**src/rtl/dmem_store_queue_pkg.sv**
```systemverilog
// Shared size encoding and helpers for the data-memory store queue.
package dmem_store_queue_pkg;

    typedef enum logic [1:0] {
        SZ_BYTE = 2'd0,
        SZ_HALF = 2'd1,
        SZ_WORD = 2'd2
    } size_e;

    // Size code 3 has no meaning for a store, so it is reported as misaligned and dropped.
    function automatic logic is_aligned(input logic [1:0] size, input logic [1:0] addr_lo);
        case (size)
            SZ_BYTE: return 1'b1;
            SZ_HALF: return ~addr_lo[0];
            SZ_WORD: return (addr_lo == 2'b00);
            default: return 1'b0;
        endcase
    endfunction

    function automatic logic [3:0] size_bytes(input logic [1:0] size);
        case (size)
            SZ_BYTE: return 4'b0001;
            SZ_HALF: return 4'b0011;
            default: return 4'b1111;
        endcase
    endfunction

endpackage

```
**src/rtl/dmem_store_queue_fwd_sel.sv**
```systemverilog
// Per-byte priority select for store-to-load forwarding; entry 0 is the youngest.
module dmem_store_queue_fwd_sel #(
    parameter int unsigned N_ENTRIES  = 4,
    parameter int unsigned NB         = 4,
    parameter int unsigned DATA_WIDTH = 32
) (
    input  logic [N_ENTRIES-1:0]                 i_match,
    input  logic [N_ENTRIES-1:0][NB-1:0]         i_mask,
    input  logic [N_ENTRIES-1:0][DATA_WIDTH-1:0] i_data,
    output logic [NB-1:0]                        o_found,
    output logic [DATA_WIDTH-1:0]                o_data
);

    always_comb begin
        o_found = '0;
        o_data  = '0;
        // Walk oldest to youngest so a younger match overrides an older one.
        for (int k = N_ENTRIES - 1; k >= 0; k--) begin
            for (int b = 0; b < NB; b++) begin
                if (i_match[k] && i_mask[k][b]) begin
                    o_found[b]        = 1'b1;
                    o_data[b*8 +: 8]  = i_data[k][b*8 +: 8];
                end
            end
        end
    end

endmodule

```
**src/rtl/dmem_store_queue.sv**
```systemverilog
// In-order store queue with byte-granular load forwarding and a valid/ready drain port.
// Optional store coalescing into the youngest entry is enabled by defining STQ_COALESCE_EN.
module dmem_store_queue
    import dmem_store_queue_pkg::*;
#(
    parameter int unsigned N_ENTRIES  = 4,
    parameter int unsigned ADDR_WIDTH = 32,
    parameter int unsigned DATA_WIDTH = 32,
    localparam int unsigned NB        = DATA_WIDTH / 8,
    localparam int unsigned CNT_W     = $clog2(N_ENTRIES) + 1
) (
    input  logic                  clk,
    input  logic                  rst,
    input  logic                  i_st_valid,
    input  logic [ADDR_WIDTH-1:0] i_st_addr,
    input  logic [1:0]            i_st_size,
    input  logic [DATA_WIDTH-1:0] i_st_data,
    output logic                  o_st_ready,
    output logic                  o_st_misalign,
    input  logic                  i_ld_valid,
    input  logic [ADDR_WIDTH-1:0] i_ld_addr,
    input  logic [1:0]            i_ld_size,
    output logic                  o_ld_hit,
    output logic                  o_ld_partial,
    output logic [DATA_WIDTH-1:0] o_ld_data,
    output logic                  o_dr_valid,
    output logic [ADDR_WIDTH-1:0] o_dr_addr,
    output logic [NB-1:0]         o_dr_mask,
    output logic [DATA_WIDTH-1:0] o_dr_data,
    input  logic                  i_dr_ready,
    output logic [CNT_W-1:0]      o_count,
    output logic                  o_full,
    output logic                  o_empty
);

    localparam int unsigned OFF_W = $clog2(NB);
    localparam int unsigned PTR_W = $clog2(N_ENTRIES);
    localparam int unsigned WA_W  = ADDR_WIDTH - OFF_W;
    localparam logic [PTR_W:0] PTR_ONE = 1;

    typedef struct packed {
        logic                  valid;
        logic [WA_W-1:0]       word_addr;
        logic [NB-1:0]         mask;
        logic [DATA_WIDTH-1:0] data;
    } stq_entry_t;

    stq_entry_t       r_q [N_ENTRIES];
    logic [PTR_W:0]   r_head, r_tail;

    logic [PTR_W-1:0] w_head_idx, w_tail_idx, w_last_idx;
    logic [CNT_W-1:0] w_count;
    logic             w_full, w_empty, w_pop, w_coal, w_aligned, w_push, w_alloc, w_merge;
    logic [OFF_W-1:0] w_st_off, w_ld_off;
    logic [WA_W-1:0]  w_st_waddr, w_ld_waddr;
    logic [NB-1:0]    w_st_mask, w_ld_mask, w_found, w_cov;
    logic [DATA_WIDTH-1:0] w_st_bits, w_ld_bits, w_st_lanes, w_merged, w_fwd_data;
    logic             w_all;
    logic [N_ENTRIES-1:0]                 w_ord_match;
    logic [N_ENTRIES-1:0][NB-1:0]         w_ord_mask;
    logic [N_ENTRIES-1:0][DATA_WIDTH-1:0] w_ord_data;

    assign w_head_idx = r_head[PTR_W-1:0];
    assign w_tail_idx = r_tail[PTR_W-1:0];
    assign w_last_idx = w_tail_idx - PTR_W'(1);
    assign w_count    = r_tail - r_head;
    assign w_full     = (r_head[PTR_W] != r_tail[PTR_W]) && (w_head_idx == w_tail_idx);
    assign w_empty    = (r_head == r_tail);

    assign w_st_off   = i_st_addr[OFF_W-1:0];
    assign w_st_waddr = i_st_addr[ADDR_WIDTH-1:OFF_W];
    assign w_st_mask  = NB'(size_bytes(i_st_size)) << w_st_off;
    assign w_ld_off   = i_ld_addr[OFF_W-1:0];
    assign w_ld_waddr = i_ld_addr[ADDR_WIDTH-1:OFF_W];
    assign w_ld_mask  = NB'(size_bytes(i_ld_size)) << w_ld_off;

    for (genvar b = 0; b < NB; b++) begin : g_lane
        assign w_st_bits[b*8 +: 8] = {8{w_st_mask[b]}};
        assign w_ld_bits[b*8 +: 8] = {8{w_ld_mask[b]}};
    end

    assign w_st_lanes = (i_st_data << {w_st_off, 3'b000}) & w_st_bits;
    assign w_merged   = (r_q[w_last_idx].data & ~w_st_bits) | w_st_lanes;

    assign o_dr_valid = r_q[w_head_idx].valid;
    assign w_pop      = o_dr_valid && i_dr_ready;

`ifdef STQ_COALESCE_EN
    // The youngest entry cannot be merged into while it is leaving the queue.
    assign w_coal = !w_empty && r_q[w_last_idx].valid
                    && (r_q[w_last_idx].word_addr == w_st_waddr)
                    && !(w_pop && (w_last_idx == w_head_idx));
`else
    assign w_coal = 1'b0;
`endif

    assign w_aligned     = is_aligned(i_st_size, i_st_addr[1:0]);
    assign o_st_misalign = i_st_valid && !w_aligned;
    assign o_st_ready    = !w_full || w_coal;
    assign w_push        = i_st_valid && o_st_ready && w_aligned;
    assign w_alloc       = w_push && !w_coal;
    assign w_merge       = w_push && w_coal;

    always_ff @(posedge clk or negedge rst) begin
        if (!rst) begin
            r_head <= '0;
            r_tail <= '0;
            for (int i = 0; i < N_ENTRIES; i++) r_q[i] <= '0;
        end else begin
            if (w_pop) begin
                r_q[w_head_idx].valid <= 1'b0;
                r_head                <= r_head + PTR_ONE;
            end
            if (w_alloc) begin
                r_q[w_tail_idx] <= '{valid: 1'b1, word_addr: w_st_waddr,
                                     mask: w_st_mask, data: w_st_lanes};
                r_tail          <= r_tail + PTR_ONE;
            end
            if (w_merge) begin
                r_q[w_last_idx].mask <= r_q[w_last_idx].mask | w_st_mask;
                r_q[w_last_idx].data <= w_merged;
            end
        end
    end

    for (genvar k = 0; k < N_ENTRIES; k++) begin : g_ord
        logic [PTR_W-1:0] w_idx;
        assign w_idx          = w_last_idx - PTR_W'(k);
        assign w_ord_match[k] = r_q[w_idx].valid && (r_q[w_idx].word_addr == w_ld_waddr);
        assign w_ord_mask[k]  = r_q[w_idx].mask;
        assign w_ord_data[k]  = r_q[w_idx].data;
    end

    dmem_store_queue_fwd_sel #(
        .N_ENTRIES  (N_ENTRIES),
        .NB         (NB),
        .DATA_WIDTH (DATA_WIDTH)
    ) u_fwd_sel (
        .i_match (w_ord_match),
        .i_mask  (w_ord_mask),
        .i_data  (w_ord_data),
        .o_found (w_found),
        .o_data  (w_fwd_data)
    );

    assign w_cov        = w_found & w_ld_mask;
    assign w_all        = (w_ld_mask != '0) && (w_cov == w_ld_mask);
    assign o_ld_hit     = i_ld_valid && w_all;
    assign o_ld_partial = i_ld_valid && (w_cov != '0) && !w_all;
    assign o_ld_data    = o_ld_hit ? ((w_fwd_data & w_ld_bits) >> {w_ld_off, 3'b000}) : '0;

    assign o_dr_addr = o_dr_valid ? {r_q[w_head_idx].word_addr, {OFF_W{1'b0}}} : '0;
    assign o_dr_mask = o_dr_valid ? r_q[w_head_idx].mask : '0;
    assign o_dr_data = o_dr_valid ? r_q[w_head_idx].data : '0;
    assign o_count   = w_count;
    assign o_full    = w_full;
    assign o_empty   = w_empty;

endmodule

```
**config.mk**
```make
export PLATFORM = sky130hd
export DESIGN_NAME = dmem_store_queue
export DESIGN_NICKNAME = d
export VERILOG_FILES = /design/src/rtl/dmem_store_queue_pkg.sv /design/src/rtl/dmem_store_queue_fwd_sel.sv /design/src/rtl/dmem_store_queue.sv
export SDC_FILE = /design/constraint.sdc
export NUM_CORES = 1
export LEC_CHECK = 0
export ABC_AREA = 1
export CELL_PAD_IN_SITES_DETAIL_PLACEMENT = 0
export CELL_PAD_IN_SITES_GLOBAL_PLACEMENT = 1
export CORE_ASPECT_RATIO = 1.4
export CORE_MARGIN = 2
export CORE_UTILIZATION = 45
export CTS_BUF_LIST = sky130_fd_sc_hd__clkbuf_4
export DETAILED_ROUTE_END_ITERATION = 10
export PLACE_DENSITY_LB_ADDON = 0.15
export RECOVER_POWER = 25
export SETUP_SLACK_MARGIN = 0.2
export SYNTH_ARGS = -nofsm -noshare
export SYNTH_HDL_FRONTEND = slang
export SYNTH_HIERARCHICAL = 1
export SYNTH_SLANG_ARGS = --single-unit
export TNS_END_PERCENT = 1
```
**constraint.sdc**
```tcl
create_clock -name clk -period 7.4 [get_ports clk]
set_input_delay 1.85 -clock clk [delete_from_list [all_inputs] [get_ports clk]]
set_output_delay 1.85 -clock clk [all_outputs]
set_load 0.01 [all_outputs]
```
==> impl_metrics.toml, run 1 <==
[power]
p_leak_nw = 14.37
power_mw = 14.84
powerDensity_nw_per_um2 = 527.0
irDropWorstVdd_mv = 0.3487

[floorplan]
rows = 100
fp.dieW_um = 200.2
core-area_um2 = 53180
num_io_pins = 215
die_h_um = 278.7
fp.dieArea_um2 = 55790
start_util_pct = 45.60

[setup_path]
slowest_delay_ns = 0.57
critPathRequiredTime_ns = 5.55
crit_chain = "clkdlybuf4s50_1, inv_1, buf_4, nand2_1, nand2_1, nor2_1, nand2_1, nor2_1, nand2_1, nor2_2, buf_4, buf_12, nand2_2, nand2_1, inv_1, nand3_1, nor2_1, nor3_2, o21ai_2, nor2_4, nand2_4, nor2_1, clkdlybuf4s50_1"
cp_slowest_cell = "clkdlybuf4s50_1"
reg2regPathDepth = 9
crit_fanout = 16
crit_type = "in2out"
cp-start-kind = "input port"
crit_path_end_kind = "primary output"
crit_top_cell = "nand2_1"
cp.arrival_ns = 5.41

[cts]
clock-sinks = 274
cts-root-buf = "clkbuf_4"
cts_tree = "yes"
ctsHoldBuffers = 0
clk_pin_slew_ns = 0.06
cts_max_level = 3
cts_buffers = 81
clkLatencyLatePin_ns = 0.85
clockBufferDepth = 3

[synth]
ys_async_sr_fraction_pct = 100.0
synth_area_leaders = "dfrtp_1, nand2_1, o21ai_0, inv_1, nand3_1"
netlist_area_um2 = 24250
ys_warn_count = 6
yosys.area.top_type_share_pct = 28.27
ys_ff_latch = 274
synth_common_cells = "nand2_1, o21ai_0, inv_1"
netlist-cell-type-count = 44
synth_edf_count = 0
post-synth-top-count-cell = "nand2_1"
synth_ff_type = "dfrtp_1"
synth_top_area_cell = "dfrtp_1"
ys_seq_area_share_pct = 28.27
syn_inst = 4249
avgSynthCellArea_um2 = 5.707

[sta]
min_period_ns = 7.259
worstMarginPinSlew_ns = 5.254
report.final.slew_viol_count = 105
rsz0062_at_grt = "true"
timing.fmax_mhz = 137.8
fin_worst_skew_ns = 0.04715
hold_violations = 0
period_share_pct = 98.10
setup_viol = 0
relSlewSlack_pct = -250.2

[detailed_routing]
postRouteWirelength_um = 99710
wl_per_cell_um = 19.35
via_per_inst = 5.405
vias = 27850
drc = 0
drt_iter0_drc = 1899
dr.pass1.iters = 7
antenna_left = 0

[status]
status = "complete, but fails checks"
violations = "capacitance limit, slew limit"

[placement]
gp_congestion = 1.038
port_buffers = 212
dpl.hpwl_um = 67830
dp_cells = 4997

[global_route]
antenna_found_initial = 1
grt_pass1_vias = 26500
grt_pass1_wl_um = 151600
grtUsageTotal_pct = 35.13
grt_max_degree = 145
grt_overflow = 0

[finish]
drive_gt1_share_pct = 7.280
synthToLayoutAreaGrowth_pct = 16.12
finalNetCount = 4493
num-fill-cells = 5745
instances_no_fill = 5152

[flow_run]
maxCapViolCount = 1

[hold_path]
worstHoldPathCells = 2
hold_class = "reg2reg"
logic make-up (layout without fill, tap and decap cells):
logic type,Yosys count,count (layout),share of synthesized area [%]
AOI/OAI and AO/OA,953,953,20.45
and+or+nand+nor,2238,2239,37.03
other,1,3,0.01546
DFF,274,274,28.27
adders and majority gates,11,11,0.5985
buffers and inverters,760,946,13.17
xor gates and xnor gates,12,12,0.4644
critical path, delay by kind of cell:
family,cells,cell delay (ns)
AOI/OAI and AO/OA,1,0.11
and+or+nand+nor,15,1.74
buffers and inverters,7,1.72
registers in the layout, summed over array words and instances, names as in the netlist:
| signal | flops |
|---|---|
| r_head | 3 |
| r_q | 268 |
| r_tail | 3 |
per-stage QoR:
step	setup TNS [ns]	utilization (%)	cell area (µm²)	worst slack (ns)	hold slack, ns
after floorplan	0	-	24250	1.731	0.4497
final	0	52.96	28160	0.1409	0.4893
after global routing	-0.3000	52.96	28160	-0.05568	0.5139
after CTS	0	52.75	28050	0.1626	0.4888
after detailed placement	-0.9043	50.37	26780	-0.1029	0.4728
after global placement	-1.130	50.37	26780	-0.08175	0.4645
layer usage:
metal / wire [µm] / GRT usage (%) / up-vias
met3: 6028 / 4.540 / 282
met5: 0 / 0 / -
li1: - / - / 13760
met4: 6703 / 21.91 / 0
met2: 49020 / 62.72 / 1007
met1: 37960 / 39.67 / 12800
path summary, 6_finish.rpt:
path / startpoint / to / slack [ns]
min in group asynchronous: rst / r_q[135]$_DFFE_PN0P_ / 3.16
setup / recovery: i_ld_addr[28] / o_ld_data[18] / 0.14
max in group asynchronous: rst / r_q[240]$_DFFE_PN0P_ / 1.23
setup reg to reg: r_head[1]$_DFFE_PN0N_ / r_q[102]$_DFFE_PN0P_ / 3.38
hold / removal: r_q[200]$_DFF_PN0_ / r_q[200]$_DFF_PN0_ / 0.49
hold reg to reg: r_q[200]$_DFF_PN0_ / r_q[200]$_DFF_PN0_ / 0.49
power by group:
part	switching [mW]	total [mW]	leakage, nW	internal [mW]
clock network	0.765	1.54	0.615	0.775
logic	7.14	10.5	10.3	3.35
registers	0.627	2.81	3.47	2.19
placed cells by master, fill, tap and decap left out, types with 11 or more instances in the layout:
cell | synthesis | layout
nand2_1 | 1687 | 1680
o21ai_0 | 659 | 655
inv_1 | 482 | 478
nand3_1 | 338 | 336
dfrtp_1 | 274 | 270
clkdlybuf4s50_1 | 0 | 205
nor2_1 | 178 | 162
a21oi_1 | 159 | 156
clkbuf_4 | 0 | 120
buf_4 | 18 | 74
o21ai_1 | 64 | 68
nor2_2 | 10 | 25
o22ai_1 | 19 | 19
nand2_2 | 15 | 18
o211ai_1 | 16 | 16
clkinv_1 | 0 | 13
inv_2 | 11 | 12
buf_12 | 0 | 12
a21oi_2 | 8 | 11
layout make-up:
class	instances	area [µm²]	area share, %
Antenna cell	1	2.502	0.008887
Multi-Input combinational cell	3217	14350	50.95
Clock buffer	120	900.9	3.199
Inverter	495	1881	6.678
Clock inverter	23	127.6	0.4532
Timing Repair Buffer	308	3138	11.14
Tap cell	714	893.4	3.172
Sequential cell	274	6869	24.39
what timing repair did:
| item | in CTS | in global routing |
|---|---|---|
| gates cloned | 4 | 1 |
| gates resized for setup | 26 | 27 |
| setup endpoints to repair | 34 | 33 |
| pin swaps | 2 | 2 |
| hold endpoints to repair | 0 | 0 |
| buffers inserted | 4 | 2 |
No activity file was read; power rests on OpenSTA's default activity.
==> inputs of run 2 (changes only) <==
- GPL_ROUTABILITY_DRIVEN: not set -> 0
==> impl_metrics.toml, run 2 (same netlist as run 1, synthesis figures left out) <==
[finish]
top_register = "r_q"
final_cell_mix = "nand2_1, o21ai_0, inv_1"
largest_reg_flops = 268
instances_no_fill = 5147
final_util_pct = 53.12
finalNetCount = 4495
finish.instance_area_um2 = 28250
drive_gt1_share_pct = 7.090
reg.largest.list = "r_q x268, r_head x3, r_tail x3"
final_common_cell = "nand2_1"
synthToLayoutAreaGrowth_pct = 16.49

[sta]
worstMarginPinSlew_ns = 3.057
fin_worst_skew_ns = 0.03668
relSlewSlack_pct = -103.8
setup_viol = 0
min_period_ns = 7.270
period_share_pct = 98.25
tns_ns = 0
setup_ws_ns = 0.1298
hold_violations = 0
hold_ws_ns = 0.4835
timing.fmax_mhz = 137.5
rsz0062_at_grt = "true"
report.final.slew_viol_count = 207

[setup_path]
crit_fanout = 19
crit_path_end_kind = "primary output"
reg2regPathDepth = 8
rrSetupSlack_ns = 3.27
cp.arrival_ns = 5.42
rr_startpoint = "r_head[0]$_DFFE_PN0N_"
critPathRequiredTime_ns = 5.55
cp-start-kind = "flop"
crit_type = "reg2out"
r2r_end = "r_q[86]$_DFFE_PN0P_"

[cts]
clock-sinks = 274
cts_tree = "yes"
clkLatencyLatePin_ns = 0.88
cts_buffers = 79
cts_max_level = 3
clockBufferDepth = 3
cts-root-buf = "clkbuf_4"
ctsHoldBuffers = 0
clk_pin_slew_ns = 0.06

[floorplan]
rows = 100
fp.dieW_um = 200.2
core-area_um2 = 53180
die_h_um = 278.7
start_util_pct = 45.60
num_io_pins = 215
fp.dieArea_um2 = 55790

[placement]
pre_cts_ws_ns = -0.1339
dpl.hpwl_um = 67260
port_buffers = 212
placed_cell_area_um2 = 26700
dp_cells = 4988

[hold_path]
min_from = "r_q[200]$_DFF_PN0_"
hold_class = "reg2reg"
holdPathEnd = "r_q[200]$_DFF_PN0_"
worstHoldPathCells = 2

[power]
pwr-share-comb_pct = 71.3
power.internal_mw = 6.401
p_sw_mw = 8.724
irDropWorstVdd_mv = 0.3281
swShare_pct = 57.68
powerDensity_nw_per_um2 = 535.4
pwr-share-seq_pct = 18.8
p_leak_nw = 14.58
pwr-share-clk_pct = 9.9
power_mw = 15.13

[flow_run]
maxCapViolCount = 2

[global_route]
grt_overflow = 0
antenna_found_initial = 2
grt_pass1_wl_um = 152000
grt_max_degree = 259
grtUsageTotal_pct = 35.16
grt_pass1_vias = 26490

[detailed_routing]
via_per_inst = 5.461
vias = 28110
drt_iter0_drc = 2209
drc = 0
wl_per_cell_um = 19.66
postRouteWirelength_um = 101200
antenna_left = 0
dr.pass1.iters = 6

[status]
violations = "capacitance limit, slew limit"
status = "complete, but fails checks"
-- run 2: changes by cell type in the layout (fill, tap and decap cells not counted), sizes merged, moves of 3 or more --
cell	previous run	this run
clkdlybuf4s50	205	186
dlymetal6s2s	3	17
clkinv	20	13
dlygate4sd2	3	8
diode	1	4
inv	495	498
-- run 2: final cells by class --
type	instances	area, µm²
clock inverters	16	88.84
repair inverters	1	8.758
diodes	4	10.01
clock buffers	115	863.3
inverters	495	1891
fillers	5677	24930
flip-flops and latches	274	6868
repair buffers	309	3212
multi-input cells	3219	14420
well taps	714	893.4
-- run 2: power by group through the flow --
stage	Sequential (mW)	Combinational, mW	Clock, mW
2_1_floorplan	2.57	6.88	0
3_3_place_gp	2.82	9.90	0
3_5_place_dp	2.83	9.93	0
4_1_cts	2.81	10.5	1.52
5_1_grt	2.92	11.9	1.59
6_report	2.84	10.8	1.50
-- run 2: worst max-delay path by stage --
stage                                from             to  slack, ns  depth (start not counted)
floorplan                   i_ld_addr[15]  o_ld_data[10]       1.73                         19
global placement             i_ld_addr[6]  o_ld_data[31]      -0.14                         21
detailed placement          i_ld_addr[10]   o_ld_data[4]      -0.13                         22
CTS                 r_tail[0]$_DFFE_PN0P_   o_ld_data[2]       0.19                         27
global route        r_tail[0]$_DFFE_PN0P_   o_ld_data[2]      -0.12                         26
finish              r_tail[0]$_DFFE_PN0P_   o_ld_data[4]       0.13                         26
-- run 2: what timing repair did --
item                                    4_1_cts  5_1_grt
pin swaps                                     3        6
gates resized for setup                      52       39
setup buffers                                12        2
cloned                                        7        3
endpoints found under the setup margin       34       33
-- run 2: per-layer routing --
metal	global-route usage, %	wire, µm	vias up
li1	-	-	13760
met1	40.43	38820	12900
met2	61.60	49430	1119
met3	4.108	6009	325
met4	23.33	6933	0
met5	0	0	-
-- run 2: critical path, cell delays in order (launching register included) --
cell and delay [ns]:
dfrtp_4 0.53, inv_6 0.12, ha_4 0.26, inv_12 0.15, nand2_4 0.13, nand2_8 0.15
bufbuf_16 0.34, nand2_1 0.08, nand3_1 0.10, nand2_1 0.06, nor2_1 0.19, nand2_1 0.08
nor2_1 0.10, nand2_1 0.13, nor2_4 0.20, buf_12 0.13, clkbuf_16 0.16, nand3_1 0.07
nand2_1 0.09, nand3_1 0.08, a21oi_2 0.22, nand2_1 0.14, nand2_1 0.07, o21ai_1 0.12
a21o_1 0.19, nor2_1 0.10, clkdlybuf4s50_1 0.54
